==> config.mk <==
export PLATFORM = sky130hd
export DESIGN_NAME = io_entry_browser
export DESIGN_NICKNAME = d
export VERILOG_FILES = /design/src/rtl/io_entry_browser.sv
export SDC_FILE = /design/constraint.sdc
export NUM_CORES = 1
export LEC_CHECK = 0
export ABC_AREA = 1
export BUFFER_PORTS_ARGS = -buffer_cell sky130_fd_sc_hd__clkbuf_2
export CAP_MARGIN = 20
export CORE_ASPECT_RATIO = 0.5
export CORE_UTILIZATION = 55
export CTS_CLUSTER_DIAMETER = 200
export DETAILED_ROUTE_END_ITERATION = 12
export PLACE_DENSITY = 0.79
export SLEW_MARGIN = 0
export SYNTH_ARGS = -nofsm -noshare
export SYNTH_HDL_FRONTEND = slang
export SYNTH_SLANG_ARGS = --single-unit
==> constraint.sdc <==
create_clock -name clk_100mhz -period 2.75 [get_ports clk_100mhz]
set_clock_uncertainty 0.15 [all_clocks]
set_input_delay 0.275 -clock clk_100mhz [delete_from_list [all_inputs] [get_ports clk_100mhz]]
set_output_delay 0.275 -clock clk_100mhz [all_outputs]
set_load 0.02 [all_outputs]
==> src/rtl/io_entry_browser.sv <==
// Switch/button front-end: debounced entry into a DEPTH-word data region, core start, result browsing.
// Optional macro AUTO_INC_EN: advance the pointer automatically after each entry write.
module io_entry_browser #(
  parameter int unsigned DATA_W       = 8,
  parameter int unsigned DEPTH        = 8,
  parameter int unsigned DEBOUNCE_CYC = 4,
  parameter int unsigned SCAN_CYC     = 4,
  localparam int unsigned AW          = $clog2(DEPTH)
) (
  input  logic              clk_100mhz,
  input  logic              i_rst,
  input  logic              pulse_next_sw,
  input  logic              pulse_prev_sw,
  input  logic              wen_sw,
  input  logic              start_sw,
  input  logic              data_result,
  input  logic [DATA_W-1:0] wdata_sw,
  output logic [AW-1:0]     mem_addr,
  output logic [DATA_W-1:0] mem_wdata,
  output logic              mem_we,
  input  logic [DATA_W-1:0] mem_rdata,
  output logic              cpu_start,
  input  logic              cpu_done,
  output logic [0:6]        seg,
  output logic [3:0]        digit,
  output logic              dp
);

  localparam int unsigned DBW = $clog2(DEBOUNCE_CYC + 1);
  localparam int unsigned SCW = $clog2(SCAN_CYC + 1);
  localparam int unsigned B_NEXT = 0, B_PREV = 1, B_WEN = 2, B_START = 3;

  typedef enum logic [1:0] {ST_ENTRY, ST_RUN, ST_RESULT} state_t;

  state_t           state_q, state_d;
  logic [3:0]       raw, sync1_q, sync2_q, db_q, dbp_q, pulse;
  logic [DBW-1:0]   db_cnt_q [4];
  logic [AW-1:0]    ptr_q, ptr_d, ptr_step;
  logic [DATA_W-1:0] wdata_q, wdata_d;
  logic             we_q, we_d, start_q, start_d, browse;
  logic [SCW-1:0]   scan_cnt_q, scan_cnt_d;
  logic [1:0]       idx_q, idx_d;
  logic [7:0]       disp_val;
  logic [3:0]       nib, digit_d;
  logic [0:6]       seg_q;
  logic [3:0]       digit_q;
  logic             dp_q, dp_d;

  assign raw   = {start_sw, wen_sw, pulse_prev_sw, pulse_next_sw};
  assign pulse = db_q & ~dbp_q;

  // Synchronise, then accept a new level only after DEBOUNCE_CYC matching samples.
  always_ff @(posedge clk_100mhz) begin
    if (i_rst) begin
      sync1_q <= '0;
      sync2_q <= '0;
      db_q    <= '0;
      dbp_q   <= '0;
      for (int i = 0; i < 4; i++) db_cnt_q[i] <= '0;
    end else begin
      sync1_q <= raw;
      sync2_q <= sync1_q;
      dbp_q   <= db_q;
      for (int i = 0; i < 4; i++) begin
        if (sync2_q[i] == db_q[i]) begin
          db_cnt_q[i] <= '0;
        end else if (db_cnt_q[i] == DBW'(DEBOUNCE_CYC - 1)) begin
          db_q[i]     <= sync2_q[i];
          db_cnt_q[i] <= '0;
        end else begin
          db_cnt_q[i] <= db_cnt_q[i] + DBW'(1);
        end
      end
    end
  end

  always_ff @(posedge clk_100mhz) begin
    if (i_rst) state_q <= ST_ENTRY;
    else       state_q <= state_d;
  end

  always_comb begin
    state_d = state_q;
    case (state_q)
      ST_ENTRY:  if (pulse[B_START]) state_d = ST_RUN;
      ST_RUN:    if (cpu_done)       state_d = ST_RESULT;
      ST_RESULT: state_d = ST_RESULT;
      default:   state_d = ST_ENTRY;
    endcase
  end

  assign browse   = pulse[B_NEXT] ^ pulse[B_PREV];
  assign ptr_step = pulse[B_NEXT] ? ptr_q + AW'(1) : ptr_q - AW'(1);

  always_comb begin
    ptr_d   = ptr_q;
    we_d    = 1'b0;
    wdata_d = wdata_q;
    start_d = start_q;
    case (state_q)
      ST_ENTRY: begin
        if (browse) ptr_d = ptr_step;
`ifdef AUTO_INC_EN
        else if (we_q) ptr_d = ptr_q + AW'(1);
`endif
        if (pulse[B_WEN]) begin
          we_d    = 1'b1;
          wdata_d = wdata_sw;
        end
        if (pulse[B_START]) begin
          start_d = 1'b1;
          // A coincident write keeps its address; the pointer clears once it lands.
          ptr_d   = pulse[B_WEN] ? ptr_q : '0;
        end
      end
      ST_RUN:    if (we_q) ptr_d = '0;
      ST_RESULT: if (browse) ptr_d = ptr_step;
      default:   ptr_d = '0;
    endcase
  end

  // Display: value zero-extended to 8 bits, scanned one digit per SCAN_CYC cycles.
  always_comb begin
    disp_val   = (state_q == ST_ENTRY && !data_result) ? 8'(wdata_sw) : 8'(mem_rdata);
    scan_cnt_d = scan_cnt_q + SCW'(1);
    idx_d      = idx_q;
    if (scan_cnt_q == SCW'(SCAN_CYC - 1)) begin
      scan_cnt_d = '0;
      idx_d      = idx_q + 2'd1;
    end
    nib     = 4'h0;
    digit_d = 4'b1111;
    case (idx_d)
      2'd0: begin nib = disp_val[3:0]; digit_d = 4'b1110; end
      2'd1: begin nib = disp_val[7:4]; digit_d = 4'b1101; end
      2'd2: begin
        digit_d = 4'b1011;
        case (state_d)
          ST_RUN:    nib = 4'hC;
          ST_RESULT: nib = 4'hD;
          default:   nib = 4'hE;
        endcase
      end
      default: begin nib = 4'(ptr_d); digit_d = 4'b0111; end
    endcase
    dp_d = !(idx_d == 2'd2 && data_result);
  end

  function automatic logic [6:0] hex7(input logic [3:0] n);
    case (n)
      4'h0: hex7 = 7'b0000001;  4'h1: hex7 = 7'b1001111;
      4'h2: hex7 = 7'b0010010;  4'h3: hex7 = 7'b0000110;
      4'h4: hex7 = 7'b1001100;  4'h5: hex7 = 7'b0100100;
      4'h6: hex7 = 7'b0100000;  4'h7: hex7 = 7'b0001111;
      4'h8: hex7 = 7'b0000000;  4'h9: hex7 = 7'b0000100;
      4'hA: hex7 = 7'b0001000;  4'hB: hex7 = 7'b1100000;
      4'hC: hex7 = 7'b0110001;  4'hD: hex7 = 7'b1000010;
      4'hE: hex7 = 7'b0110000;  default: hex7 = 7'b0111000;
    endcase
  endfunction

  always_ff @(posedge clk_100mhz) begin
    if (i_rst) begin
      ptr_q      <= '0;
      we_q       <= 1'b0;
      wdata_q    <= '0;
      start_q    <= 1'b0;
      scan_cnt_q <= '0;
      idx_q      <= '0;
      seg_q      <= 7'b0000001;
      digit_q    <= 4'b1110;
      dp_q       <= 1'b1;
    end else begin
      ptr_q      <= ptr_d;
      we_q       <= we_d;
      wdata_q    <= wdata_d;
      start_q    <= start_d;
      scan_cnt_q <= scan_cnt_d;
      idx_q      <= idx_d;
      seg_q      <= hex7(nib);
      digit_q    <= digit_d;
      dp_q       <= dp_d;
    end
  end

  assign mem_addr  = ptr_q;
  assign mem_we    = we_q;
  assign mem_wdata = wdata_q;
  assign cpu_start = start_q;
  assign seg       = seg_q;
  assign digit     = digit_q;
  assign dp        = dp_q;

endmodule

**Yosys cells after proc, flatten, opt, wreduce, memory -nomap -nowiden**

Memory sizes are Yosys's and may differ from the RTL's. A register that Yosys moved wholly into a read port is not among the register bits.
Index checks and enable logic that the tools add are counted.

- Output and inout port bits: 25
- Word-level logic and storage cells: 148
- RAM bits: 12
- Register bits after elaboration: 41
- Memories: 2
- Bits in read-only memories: 112
- Input bits: 24

Memory list:

| memory | words | width | rd ports | clocked after Yosys merged registers in | wr ports | line | RTL |
|---|---|---|---|---|---|---|---|
| (no name shown) | 16 | 7 | 1 | 1 | 0 | 150 | `case (n)` |
| db_cnt_q | 4 | 3 | 4 | 0 | 4 | 37 | `logic [DBW-1:0] db_cnt_q [4];` |

- Reductions and logical operators: 14
- Mux-type cells: 73
- Equal/unequal tests: 15
- Bitwise gates (word level): 20
- Add/sub/neg operators: 8

Operators by type and width:

| operator | count |
|---|---|
| two-way mux 3 bit | 17 |
| two-way mux 1 bit | 47 |
| one-hot mux 4 bit (3 select lines) | 2 |
| adder 3 x 1 -> 3 bit (second input constant) | 6 |
| equality test 3 x 2 -> 1 bit (second input constant) | 5 |
| OR 1 bit | 12 |
| AND reduction 2 bit | 6 |
| one-hot mux 3 bit (3 select lines) | 1 |
| two-way mux 8 bit | 1 |
| equality test 2 x 1 -> 1 bit (second input constant) | 3 |
| equality test 2 bit (second input constant) | 3 |
| two-way mux 2 bit | 3 |
| one-hot mux 2 bit (3 select lines) | 1 |
| NOT 1 bit | 5 |
| AND 4 bit | 1 |
| equality test 1 bit | 4 |
| logical NOT 2 bit | 2 |
| NOT 4 bit | 1 |
| one-hot mux 2 bit (2 select lines) | 1 |
| OR reduction 2 bit | 2 |
| subtractor 3 x 1 -> 3 bit (second input constant) | 1 |
| adder 2 x 1 -> 2 bit (second input constant) | 1 |
| logical AND 1 bit | 2 |
| logical NOT 1 bit | 2 |
| bitwise XOR 1 bit | 1 |

**Longest topological paths before layout**

An unclocked memory read counts as a cell.

- Word-level depth: 8
- Gate-level depth with buffers: 18
- Gate-level depth less buffers: 18

**Worst setup path before layout**

Ideal clock, no wire load.

- Path type: reg2reg
- From: register scan_cnt_q[0]
- To: register seg_q (netlist bit seg[0])
- Cell stages (with the launch flop): 18
- Library setup time: 0.128 ns
- Period minus slack after synthesis: 2.447 ns
- Slack: 0.303 ns
- Path buffers: 0
- Data required time: 2.472 ns
- Arrival: 2.170 ns
- Path through: dfxtp_1 ha_1 ha_1 xnor2_2 inv_2 nor2_2 inv_1 nor2_1 nor2_1 nand2_2 inv_2 ha_1 inv_1 nor2_1 nand2_1 nand2_1 nor2_1 nor2_1

- Word-level cells in the longest chain between the ends: 4
- Elaborated cells on any way between the ends: 6
- Classes of those cells: eq/ne (3); mux (2); reduce/logical (1)

RTL lines:

| element | line | RTL |
|---|---|---|
| from (decl) | 41 | `logic [SCW-1:0] scan_cnt_q, scan_cnt_d;` |
| from (signal assigned) | 178 | `scan_cnt_q <= scan_cnt_d;` |
| equality test 3 x 2 -> 1 bit (*) | 127 | `if (scan_cnt_q == SCW'(SCAN_CYC - 1)) begin` |
| two-way mux 2 bit (*) | 127 |  |
| equality test 2 bit (tied with other cells) | 133 | `case (idx_d)` |
| one-hot mux 4 bit (3 select lines) (*) | 133 |  |
| to (decl) | 45 | `logic [0:6] seg_q;` |

Mark *: on every way between the ends. The rest lies on a longest branch, timed or not.
A chain may end at the register's enable or synchronous reset.

**Worst setup path in the final report**

- From: register scan_cnt_q[0]
- To: register seg_q (netlist bit seg[3])

Same word-level chain as after synthesis.

==> impl_metrics.yaml <==
critical_path:
  startpoint_type: "flop"
  critPathSlowestCell: "dfxtp_1"
  cp_cell_sequence: "ha_1, ha_2, nand2_1, xnor2_2, nand2_2, inv_2, nand2_1, nand2_1, nor2_1, nand2_2, inv_2, ha_1, inv_1, nand2_1, nand3_1, nand2_1, nor2_1"
  end_kind: "flop"
  r2r_start: "scan_cnt_q[0]"
  worst_ep_arrival_time_ps: 2610
  path_class: "reg -> reg"
  worst-endpoint-required_ps: 2880
  cp_common_cell: "nand2_1"
  ff2ff_path_depth: 17
  r2r_end: "seg[3]"
  cp_slowest_stage_delay_ps: 340
  path_max_fanout: 5
  rrSetupSlack_ps: 270
pwr:
  p_leak_nw: 1.68
  fin_total_pwr_w: 0.00203
  ir_drop_v: 0.000353
  p_per_area_nw_per_um2: 605
synthesis:
  synth_largest_area_cell: "dfxtp_1"
  synth_cells: 350
  synth_flop_cell: "dfxtp_1"
  synth_edf_count: 12
  avgSynthCellArea_um2: 7.95
  async_flop_share: 0
  ys_types: 31
  ys_seq_area_frac: 0.475
  synthTopCellsByCount: "nand2_1 (71), nor2_1 (60), dfxtp_1 (48), inv_1 (48), o21ai_0 (18)"
  synth_top_area_frac: 0.345
  yosysMostFrequentCell: "nand2_1"
  netlist_area_um2: 2780
  synth-seq-cells: 60
  ys_top_cells_by_area: "dfxtp_1 (35%), edfxtp_1 (13%), nand2_1 (9.6%), nor2_1 (8.1%), ha_1 (7.6%)"
  synth-warning-count: 0
worst_hold_path:
  hold_class: "in -> reg"
  hold_start: "wdata_sw[5]"
  hold_depth: 3
  holdPathEnd: "mem_wdata[5]"
timing:
  timing.slew.headroom: 0.531
  setup_tns_ps: 0
  finalSetupViolations: 0
  hold_slack_ps: 35.3
  report.final.slew_viol_count: 0
  fin_crit_sh: 0.900
  hold_viol_final: 0
  worstMarginPinSlew_ps: 703
  fmax_mhz: 404
  finalCriticalPeriod_ps: 2480
  rsz0062_at_grt: "no"
grt:
  grt_usage: 0.231
  grt_pass1_wl_mm: 9.07
  antenna_found_initial: 0
  grt_pass1_vias: 2210
  grt_max_degree: 26
  grt_overflow: 0
drt:
  num_vias: 2310
  firstDrtPassIters: 5
  route.detailed.wl_per_inst_um: 10.4
  drt_iter0_drc: 82
  drt_wl_total_mm: 5.13
  detail-route-antenna-nets: 0
  avgViaCountPerCell: 4.70
  drc: 0
floorplan:
  floorplan.io_pins: 49
  die_area_um2: 5370
  row_count: 17
  die_w_um: 103
  design.core.area_um2: 4620
  initial_core_util: 0.603
  die_h_um: 52.3
job:
  cap_violations: 0
clock_tree:
  cts_buffer_depth: 2
  cts_tree: "built"
  path_clk_slew_ps: 60
  cts-buffers-inserted: 9
  cts_root_buf: "clkbuf_8"
  insertion_delay_ps: 340
  cts_max_level: 3
  clock_sinks: 60
finish:
  multiInputGateArea_um2: 1290
  final_util: 0.728
  num_antenna_cells: 0
  regArea_um2: 1320
  drive_above_1_share: 0.209
  fin_nets: 463
  syn2layout_area_growth_pct: 20.7
  n_fill_cell: 361
placement:
  dp_hpwl_mm: 3.79
  port_buffers: 48
  place_congestion: 0.828
run_status:
  status: "completed"
## per-layer routing
| layer | share of wire | global-route usage | wire length [um] |
|---|---|---|---|
| met5 | 0 | 0 | 0 |
| met4 | 0.0070 | 0.105 | 36 |
| met3 | 0.058 | 0.0893 | 299 |
| met2 | 0.47 | 0.417 | 2390 |
| met1 | 0.47 | 0.243 | 2400 |
## layout by cell type, fill, tap and decap left out, types with 6 or more instances in the layout
cell type  count
dfxtp_1       48
o21ai_0       18
inv_2          6
ha_1          15
nand3_1       16
conb_1        12
clkbuf_2      48
nand2_1       70
clkbuf_8       9
a21oi_1       17
nor2_1        60
edfxtp_1      12
inv_1         48
## kinds of logic (layout without fill, tap and decap cells)
group	after synthesis	after routing	share of synthesized area
flip-flops	60	60	0.475
AND/OR/NAND/NOR	164	164	0.251
AO/OA/AOI/OAI	43	43	0.0894
other	1	12	0.00135
adder cells (fa/ha/maj)	18	18	0.0836
buffers and inverters	61	126	0.0849
XOR/XNOR	3	3	0.0148
## flip-flops by register name, summed over array words and instances (netlist names), 2 cells and up
name,count
seg,7
dbp_q,4
idx_q,2
db_q,4
digit,4
mem_wdata,8
sync2_q,4
state_q,2
scan_cnt_q,3
db_cnt_q,12
mem_addr,3
sync1_q,4
## layout make-up
class,instances,share of cell area
sequential,60,0.393
clock inverter,6,0.00931
tap,66,0.0246
clock buffer,10,0.0380
timing repair buffer,55,0.0908
multi-input combinational,240,0.383
inverter,55,0.0614
## through the flow
| stage | setup WS, ps | cell area (um^2) | std cells |
|---|---|---|---|
| 2_1_floorplan | 303 | 2830 | 361 |
| 3_3_place_gp | 287 | 3130 | 471 |
| 3_5_place_dp | 180 | 3130 | 471 |
| 4_1_cts | 148 | 3340 | 492 |
| 5_1_grt | 26.8 | 3360 | 492 |
| 6_report | 274 | 3360 | 492 |
## critical path, delay by kind of cell (launching register included)
family        cells  cell delay (ps)
fa+ha+maj         3              710
xor+xnor          1              230
simple gates     10              790
buf+inv           3              220
flops             1              340
## worst max-delay path by stage
| stage | startpoint | endpoint | slack, ps | cells past startpoint |
|---|---|---|---|---|
| 3_3_place_gp | scan_cnt_q[0] | seg[0] | 290 | 17 |
| 5_1_grt | scan_cnt_q[0] | seg[0] | 30 | 18 |
| 4_1_cts | scan_cnt_q[0] | seg[0] | 150 | 16 |
| 2_1_floorplan | scan_cnt_q[0] | seg[0] | 300 | 17 |
| 3_5_place_dp | scan_cnt_q[0] | seg[0] | 180 | 16 |
| 6_report | scan_cnt_q[0] | seg[3] | 270 | 17 |
## report_power, final
part	leakage [nW]	internal [W]	switching (W)	total, W
Clock	0.0832	0.000316	0.000327	0.000643
Combinational	1.08	0.000150	0.000257	0.000407
Sequential	0.516	0.000956	0.0000275	0.000984
## what timing repair did
action | CTS | global route
setup endpoints to repair | 0 | 3
gates resized for setup | 0 | 4
buffers inserted | 0 | 0
hold buffers | 5 | 0
hold endpoints to repair | 5 | 0
Note: power is estimated with default switching activity, not from simulation.
